<file path="src/rtl/lsu_mem_seq_if.sv">
// Bundle of the LSU signals: the core-side instruction fields and the data-memory bus.
// slave is the LSU side; master is the core/memory side that drives the LSU.
interface lsu_mem_seq_if #(
   parameter int ADDR_W = 32
);
   logic [6:0]        i_opcode;
   logic [2:0]        i_funct3;
   logic [ADDR_W-1:0] i_addr;
   logic [31:0]       i_wdata;
   logic              o_mem_req;
   logic              o_mem_we;
   logic [ADDR_W-1:0] o_mem_addr;
   logic [31:0]       o_mem_wdata;
   logic [3:0]        o_mem_be;
   logic              i_mem_ack;
   logic [31:0]       i_mem_rdata;
   logic [31:0]       o_load_data;
   logic              o_stall;
   logic              o_regWrite;
   logic              o_misalign;

   modport slave (
      input  i_opcode, i_funct3, i_addr, i_wdata, i_mem_ack, i_mem_rdata,
      output o_mem_req, o_mem_we, o_mem_addr, o_mem_wdata, o_mem_be,
             o_load_data, o_stall, o_regWrite, o_misalign
   );

   modport master (
      output i_opcode, i_funct3, i_addr, i_wdata, i_mem_ack, i_mem_rdata,
      input  o_mem_req, o_mem_we, o_mem_addr, o_mem_wdata, o_mem_be,
             o_load_data, o_stall, o_regWrite, o_misalign
   );
endinterface

</file>
<file path="src/rtl/lsu_mem_seq.sv">
// Multi-cycle load/store sequencer: IDLE -> ACCESS (wait for ack) -> DONE, with lane steering.
// Optional MISALIGN_TRAP_EN: misaligned H/W accesses skip memory and flag o_misalign in DONE.
module lsu_mem_seq #(
   parameter int ADDR_W = 32
) (
   input  logic        i_clk,
   input  logic        i_rst,
   lsu_mem_seq_if.slave bus
);
   typedef enum logic [1:0] {IDLE, ACCESS, DONE} state_t;

   state_t            state, state_nxt;
   logic [ADDR_W-1:0] addr_q;
   logic [2:0]        funct3_q;
   logic [31:0]       wdata_q;
   logic              we_q;
   logic [31:0]       load_q;
   logic              mem_op, is_store;

   function automatic logic [3:0] byte_en(input logic [2:0] f3, input logic [1:0] lo);
      case (f3)
         3'b000, 3'b100: byte_en = 4'b0001 << lo;
         3'b001, 3'b101: byte_en = lo[1] ? 4'b1100 : 4'b0011;
         default:        byte_en = 4'b1111;
      endcase
   endfunction

   function automatic logic [31:0] store_lanes(input logic [2:0] f3, input logic [31:0] wd);
      case (f3)
         3'b000, 3'b100: store_lanes = {4{wd[7:0]}};
         3'b001, 3'b101: store_lanes = {2{wd[15:0]}};
         default:        store_lanes = wd;
      endcase
   endfunction

   function automatic logic [31:0] load_extend(input logic [2:0] f3, input logic [1:0] lo,
                                               input logic [31:0] rd);
      logic [31:0] sh;
      logic [15:0] h;
      sh = rd >> {lo, 3'b000};
      h  = lo[1] ? rd[31:16] : rd[15:0];
      case (f3)
         3'b000:  load_extend = {{24{sh[7]}}, sh[7:0]};
         3'b100:  load_extend = {24'd0, sh[7:0]};
         3'b001:  load_extend = {{16{h[15]}}, h};
         3'b101:  load_extend = {16'd0, h};
         default: load_extend = rd;
      endcase
   endfunction

   assign is_store = (bus.i_opcode[6:2] == 5'b01000);
   assign mem_op   = (bus.i_opcode[6:2] == 5'b00000) || is_store;

`ifdef MISALIGN_TRAP_EN
   logic mis_now, mis_q;
   always_comb begin
      case (bus.i_funct3)
         3'b000, 3'b100: mis_now = 1'b0;
         3'b001, 3'b101: mis_now = bus.i_addr[0];
         default:        mis_now = (bus.i_addr[1:0] != 2'b00);
      endcase
   end
`endif

   always_comb begin
      state_nxt = state;
      case (state)
         IDLE: begin
            if (mem_op) begin
`ifdef MISALIGN_TRAP_EN
               state_nxt = mis_now ? DONE : ACCESS;
`else
               state_nxt = ACCESS;
`endif
            end
         end
         ACCESS:  if (bus.i_mem_ack) state_nxt = DONE;
         DONE:    state_nxt = IDLE;
         default: state_nxt = IDLE;
      endcase
   end

   always_ff @(posedge i_clk or posedge i_rst) begin
      if (i_rst) state <= IDLE;
      else       state <= state_nxt;
   end

   // Request fields are frozen at IDLE so the bus stays stable however long the ack takes.
   always_ff @(posedge i_clk or posedge i_rst) begin
      if (i_rst) begin
         addr_q   <= '0;
         funct3_q <= '0;
         wdata_q  <= '0;
         we_q     <= 1'b0;
         load_q   <= '0;
      end else begin
         if (state == IDLE && mem_op) begin
            addr_q   <= bus.i_addr;
            funct3_q <= bus.i_funct3;
            wdata_q  <= bus.i_wdata;
            we_q     <= is_store;
         end
         if (state == ACCESS && bus.i_mem_ack && !we_q)
            load_q <= load_extend(funct3_q, addr_q[1:0], bus.i_mem_rdata);
      end
   end

`ifdef MISALIGN_TRAP_EN
   always_ff @(posedge i_clk or posedge i_rst) begin
      if (i_rst)                     mis_q <= 1'b0;
      else if (state == IDLE && mem_op) mis_q <= mis_now;
   end
   assign bus.o_misalign = (state == DONE) && mis_q;
   assign bus.o_regWrite = (state == DONE) && !we_q && !mis_q;
`else
   assign bus.o_misalign = 1'b0;
   assign bus.o_regWrite = (state == DONE) && !we_q;
`endif

   assign bus.o_mem_req   = (state == ACCESS);
   assign bus.o_mem_we    = we_q;
   assign bus.o_mem_addr  = {addr_q[ADDR_W-1:2], 2'b00};
   assign bus.o_mem_be    = byte_en(funct3_q, addr_q[1:0]);
   assign bus.o_mem_wdata = store_lanes(funct3_q, wdata_q);
   assign bus.o_load_data = load_q;
   assign bus.o_stall     = mem_op && (state != DONE);
endmodule
</file>
<file path="src/flat_wrapper.sv">
// flat-port wrapper written by rule: the top's interface ports become plain ports
module lsu_mem_seq_flat 
#(
   parameter int ADDR_W = 32
)
  (i_clk, i_rst, bus_i_opcode, bus_i_funct3, bus_i_addr, bus_i_wdata, bus_i_mem_ack, bus_i_mem_rdata, bus_o_mem_req, bus_o_mem_we, bus_o_mem_addr, bus_o_mem_wdata, bus_o_mem_be, bus_o_load_data, bus_o_stall, bus_o_regWrite, bus_o_misalign);
  lsu_mem_seq_if #(.ADDR_W(ADDR_W)) bus_i ();
  input  logic i_clk;
  input  logic i_rst;
  input wire logic [$bits(bus_i.i_opcode)-1:0] bus_i_opcode;
  input wire logic [$bits(bus_i.i_funct3)-1:0] bus_i_funct3;
  input wire logic [$bits(bus_i.i_addr)-1:0] bus_i_addr;
  input wire logic [$bits(bus_i.i_wdata)-1:0] bus_i_wdata;
  input wire logic [$bits(bus_i.i_mem_ack)-1:0] bus_i_mem_ack;
  input wire logic [$bits(bus_i.i_mem_rdata)-1:0] bus_i_mem_rdata;
  output wire logic [$bits(bus_i.o_mem_req)-1:0] bus_o_mem_req;
  output wire logic [$bits(bus_i.o_mem_we)-1:0] bus_o_mem_we;
  output wire logic [$bits(bus_i.o_mem_addr)-1:0] bus_o_mem_addr;
  output wire logic [$bits(bus_i.o_mem_wdata)-1:0] bus_o_mem_wdata;
  output wire logic [$bits(bus_i.o_mem_be)-1:0] bus_o_mem_be;
  output wire logic [$bits(bus_i.o_load_data)-1:0] bus_o_load_data;
  output wire logic [$bits(bus_i.o_stall)-1:0] bus_o_stall;
  output wire logic [$bits(bus_i.o_regWrite)-1:0] bus_o_regWrite;
  output wire logic [$bits(bus_i.o_misalign)-1:0] bus_o_misalign;
  assign bus_i.i_opcode = bus_i_opcode;
  assign bus_i.i_funct3 = bus_i_funct3;
  assign bus_i.i_addr = bus_i_addr;
  assign bus_i.i_wdata = bus_i_wdata;
  assign bus_i.i_mem_ack = bus_i_mem_ack;
  assign bus_i.i_mem_rdata = bus_i_mem_rdata;
  assign bus_o_mem_req = bus_i.o_mem_req;
  assign bus_o_mem_we = bus_i.o_mem_we;
  assign bus_o_mem_addr = bus_i.o_mem_addr;
  assign bus_o_mem_wdata = bus_i.o_mem_wdata;
  assign bus_o_mem_be = bus_i.o_mem_be;
  assign bus_o_load_data = bus_i.o_load_data;
  assign bus_o_stall = bus_i.o_stall;
  assign bus_o_regWrite = bus_i.o_regWrite;
  assign bus_o_misalign = bus_i.o_misalign;
  lsu_mem_seq #(.ADDR_W(ADDR_W)) u_core (.i_clk(i_clk), .i_rst(i_rst), .bus(bus_i));
endmodule
</file>
<file path="config.mk">
export PLATFORM = sky130hd
export DESIGN_NAME = lsu_mem_seq_flat
export DESIGN_NICKNAME = d
export VERILOG_FILES = /design/src/rtl/lsu_mem_seq_if.sv /design/src/rtl/lsu_mem_seq.sv /design/src/flat_wrapper.sv
export SDC_FILE = /design/constraint.sdc
export NUM_CORES = 1
export LEC_CHECK = 0
export CAP_MARGIN = 15
export CORE_MARGIN = 1.5
export CORE_UTILIZATION = 35
export DETAILED_ROUTE_END_ITERATION = 16
export GPL_TIMING_DRIVEN = 0
export PLACE_DENSITY = 0.66
export SLEW_MARGIN = 20
export SYNTH_ARGS = -nofsm -noshare
export SYNTH_HDL_FRONTEND = slang
export SYNTH_SLANG_ARGS = --single-unit
</file>
<file path="constraint.sdc">
create_clock -name i_clk -period 8.23 [get_ports i_clk]
set_clock_uncertainty 0.1 [all_clocks]
set_input_delay 1.646 -clock i_clk [delete_from_list [all_inputs] [get_ports i_clk]]
set_output_delay 1.646 -clock i_clk [all_outputs]
set_load 0.02 [all_outputs]
</file>
# ---- Yosys cells after proc, flatten, opt, wreduce, memory -nomap -nowiden
# Cells that the tools add are included.
dict set report totals {
  ff_bits 102
  inputBits 109
  output_inout_bits 105
  elab_cells 38
}
dict set report op_classes {
  n_eq_ne 9
  shifts 2
  n_mux 8
  reduce_logical 13
}
# operator n
set ops {}
lappend ops {{one-hot mux 32 bit (4 select lines)} 1}
lappend ops {{one-hot mux 32 bit (2 select lines)} 1}
lappend ops {{right shift 32 x 5 -> 8 bit} 1}
lappend ops {{2-to-1 mux 16 bit} 1}
lappend ops {{one-hot mux 4 bit (2 select lines)} 1}
lappend ops {{equality test 3 bit, second input constant} 2}
lappend ops {{equality test 5 x 4 -> 1 bit, second input constant} 1}
lappend ops {{logical AND 1 bit} 5}
lappend ops {{zero test 5 bit} 1}
lappend ops {{2-to-1 mux 2 bit} 2}
lappend ops {{2-to-1 mux 4 bit} 1}
lappend ops {{!= test 2 bit, second input constant} 2}
lappend ops {{one-hot mux 2 bit (2 select lines)} 1}
lappend ops {{OR reduction 2 bit} 2}
lappend ops {{left shift 1 x 2 -> 4 bit, first input constant} 1}
lappend ops {{equality test 3 x 1 -> 1 bit, second input constant} 1}
lappend ops {{zero test 3 bit} 1}
lappend ops {{equality test 2 x 1 -> 1 bit, second input constant} 1}
lappend ops {{equality test 2 bit, second input constant} 1}
lappend ops {{zero test 2 bit} 1}
lappend ops {{!= test 2 x 1 -> 1 bit, second input constant} 1}
lappend ops {{AND reduction 2 bit} 1}
lappend ops {{zero test 1 bit} 1}
lappend ops {{logical OR 1 bit} 1}

# ---- Logic depth before layout (Yosys ltp)
dict set report logic_depth {
  ltp_word 4
  ltp_mapped 6
  depth_no_buf 4
}

# ---- Worst setup path after synthesis
# OpenSTA, ideal clock, no wires.
dict set report synth_path {
  path_type {input port to output port}
  start {input bus_i_opcode[6]}
  end {output bus_o_stall}
  arrival_ns 2.531
  required_ns 6.484
  slack_ns 3.953
  path_stages 2
  n_path_buf 0
  path_cell_list {or4_1 > a21oi_1}
}
dict set report synth_between {
  elab_chain_cells 3
  word_cells_on_any_way 4
  classes_between {eq/ne: 1; reduce/logical: 3}
}
# element line
set synth_rtl {}
lappend synth_rtl {{start, declared} flat_wrapper.sv:10} ;# input wire logic [$bits(bus_i.i_opcode)-1:0] bus_i_opcode;
lappend synth_rtl {{equality test 5 x 4 -> 1 bit / zero test 5 bit (equally long branches)} {lsu_mem_seq.sv:51, lsu_mem_seq.sv:52}}
lappend synth_rtl {{logical OR 1 bit (*)} lsu_mem_seq.sv:52} ;# assign mem_op = (bus.i_opcode[6:2] == 5'b00000) || is_store;
lappend synth_rtl {{logical AND 1 bit (*)} lsu_mem_seq.sv:126} ;# assign bus.o_stall = mem_op && (state != DONE);
lappend synth_rtl {{end, declared} flat_wrapper.sv:22} ;# output wire logic [$bits(bus_i.o_stall)-1:0] bus_o_stall;
# Mark *: on every way between the ends. The rest lies on a longest branch, timed or not.

# ---- Worst setup path after layout
# Ends and elaborated chain as after synthesis.

==> run_results.csv <==
group,metric,value,unit
status,status,"complete, no violations",
clocking,clk_pin_slew,0.06,ns
yosys,syn_area,0.00507,mm2
final_layout,layout-drive-gt1-share,0.237,
global_routing,grt_util_met2,0.317,
timing,slew-limit-headroom,0.298,
global_routing,busiest_layer,"met2",
timing,min_period_over_period,0.623,
worst_setup_path,start_kind,"input pin",
power,cell_internal_pwr,0.00151,W
timing,fin_crit,5.13,ns
route,viasPerCell,4.84,
floorplanning,die_x,123,um
timing,holdWs,0.397,ns
worst_setup_path,r2r_slack,5.86,ns
yosys,synthArstFlopShare,1.00,
route,wl,14300,um
timing,fin_tns_setup,0,ns
worst_setup_path,critPathKind,"in2out",
timing,maxSlewViolCount,0,
floorplanning,die_height,123,um
yosys,synthFlopType,"dfrtp_1",
final_layout,fillers,1208,
yosys,avgSynthCellArea,11.6,um2
power,p_per_area,298,mW/mm2
floorplanning,fp-row-count,43,
yosys,synth_commonest_cells,"dfrtp_1 (102), mux2_2 (85), buf_4 (41)",
global_routing,overflow,0,
worst_setup_path,reg2reg_depth,4,
final_layout,nets,769,
floorplanning,core,0.0140,mm2
global_routing,grt_pass1_vias,4225,
route,drt_iter0_drc,162,
yosys,yosys_warnings,0,
placed_design,place.gp.congestion,0.839,
clocking,cts_resized,0,
worst_setup_path,crit_end,"bus_o_stall",
yosys,synth_seq_cells,102,
power,p_sw_frac,0.343,
route,drc,0,
timing,final-setup-viol-count,0,
yosys,synth_top_area_frac,0.503,
yosys,ys_types,36,
clocking,holdBufCountCts,0,
route,via_count,4073,
worst_setup_path,worstPathArrival,3.38,ns
yosys,synthTopCellsByArea,"dfrtp_1 (50%), mux2_2 (19%), buf_4 (6.1%)",
yosys,yosysTopAreaCell,"dfrtp_1",
global_routing,grtUsageMet1,0.248,
placed_design,dp_hpwl,10900,um
clocking,tritoncts,"yes",
final_layout,diodes,0,
yosys,synth_edf_count,0,
power,p_leak,3.35,nW
worst_setup_path,crit_path_max_fanout,2,
global_routing,grt_pass1_wl,22200,um
global_routing,grt_util_met3,0.0466,
clocking,cts_buffer_depth,2,
floorplanning,die_area,0.0152,mm2
floorplanning,initial_core_util,0.361,
flow_run,cap_violations,0,
power,seqPwrFrac,0.330,
power,ir_drop,143,uV
yosys,synth_most_common_cell,"dfrtp_1",
timing,max_freq,195,MHz
timing,hold_viol_final,0,
global_routing,grt_usage,0.191,
route,wl_per_cell,17.0,um
worst_setup_path,required,6.48,ns
global_routing,grt_max_degree,61,
clocking,cts_buffers,9,
worst_setup_path,end_kind,"output port",
yosys,seq_area_frac_synth,0.503,
worst_setup_path,crit_start,"bus_i_opcode[6]",
floorplanning,io_pins,214,
route,drtAntennaViolNets,0,
worst_setup_path,reg2reg_to,"u_core.bus.o_load_data[10]$_DFFE_PP0P_",
power,power.switching,0.000789,W
timing,rsz0062_at_grt,"no",
power,clkPwrFrac,0.191,
timing,worst_slew_pin_slew,1.05,ns
final_layout,area_growth,52.0,%
route,drt-pass1-iter-count,4,
clocking,clk_latency,0.34,ns
hold_path,min_path_type,"reg2reg",
yosys,syn_inst,438,
worst_setup_path,timing.rr.start,"u_core.state[1]$_DFFE_PP0P_",
power,total_power,0.00230,W
global_routing,grt_antenna_before_repair,0,
clocking,cts_root_buf,"clkbuf_16",
power,power_frac_comb,0.479,
clocking,numClockSinks,102,
clocking,cts_setup_buffers,0,
clocking,htreeDepth,3,
placed_design,portBuffers,208,
==> worst max-delay path: stages <==
cell	delay, ns
clkdlybuf4s50_1	0.39
or4_1	0.57
a21oi_1	0.14
clkdlybuf4s50_1	0.64
==> stage by stage <==
| stage | util | setup slack (ns) | cells | cell area (um2) |
|---|---|---|---|---|
| floorplan | - | 3.81 | 440 | 5080 |
| global placement | 0.526 | 2.14 | 828 | 7390 |
| detailed placement | 0.529 | 3.10 | 829 | 7420 |
| CTS | 0.549 | 3.10 | 842 | 7710 |
| global route | 0.549 | 3.04 | 842 | 7710 |
| finish | 0.549 | 3.10 | 842 | 7710 |
==> placed cells by master, fill, tap and decap left out, types with 3 or more instances in the layout <==
master,instances
clkdlybuf4s50_1,208
o221ai_1,5
buf_4,41
nand2_1,38
mux2_2,85
conb_1,3
nand3_1,32
buf_2,7
mux2_4,9
o21ai_0,17
clkbuf_16,9
a21oi_1,10
buf_1,3
nand3b_1,9
inv_1,3
nor2_1,12
mux2i_1,21
nor3_1,3
clkbuf_1,18
dfrtp_1,102
==> flip-flops by register name (all words and copies together), names as in the netlist <==
name	cells
u_core.funct3_q	3
u_core.bus.o_mem_we	1
u_core.wdata_q	32
u_core.addr_q	32
u_core.state	2
u_core.bus.o_load_data	32
==> power by group through the flow <==
stage	clock network, W	registers, W	logic (W)
floorplan	0	0.000837	0.000523
global placement	0	0.000760	0.00110
detailed placement	0	0.000770	0.00111
CTS	0.000452	0.000761	0.00111
global route	0.000472	0.000782	0.00118
finish	0.000438	0.000759	0.00110
==> kinds of logic after synthesis <==
kind of cell,synth area share
simple gates,0.0984
compound gates,0.0523
flops,0.503
mux,0.257
other cells,0.000739
buf+inv,0.0890
==> area by class of cell <==
type	count	area (um2)	area share
clock buffer	11	233	0.0302
clock inverter	2	60.1	0.00778
sequential	102	2550	0.331
multi-input combinational	265	2080	0.269
tap	180	225	0.0292
inverter	4	20.0	0.00259
timing repair buffer	209	2110	0.273
buffer	69	437	0.0566
==> routing by layer <==
| metal | vias to the layer above | wire length, um |
|---|---|---|
| met5 | - | 0 |
| met4 | 0 | 184 |
| met3 | 13 | 1070 |
| met2 | 150 | 6900 |
| met1 | 1973 | 6160 |
| li1 | 1937 | - |
==> worst min-delay path by stage <==
stage / startpoint / endpoint / slack [ns] / cells after the start
6_report: u_core.bus.o_load_data[16]$_DFFE_PP0P_ / u_core.bus.o_load_data[16]$_DFFE_PP0P_ / 0.40 / 2
5_1_grt: u_core.addr_q[23]$_DFFE_PP0P_ / u_core.addr_q[23]$_DFFE_PP0P_ / 0.41 / 1
4_1_cts: u_core.bus.o_load_data[1]$_DFFE_PP0P_ / u_core.bus.o_load_data[1]$_DFFE_PP0P_ / 0.40 / 2
3_5_place_dp: u_core.bus.o_load_data[1]$_DFFE_PP0P_ / u_core.bus.o_load_data[1]$_DFFE_PP0P_ / 0.38 / 2
3_3_place_gp: u_core.bus.o_load_data[29]$_DFFE_PP0P_ / u_core.bus.o_load_data[29]$_DFFE_PP0P_ / 0.38 / 2
2_1_floorplan: u_core.wdata_q[23]$_DFFE_PP0P_ / u_core.wdata_q[23]$_DFFE_PP0P_ / 0.37 / 1
No activity file was read; power rests on OpenSTA's default activity.
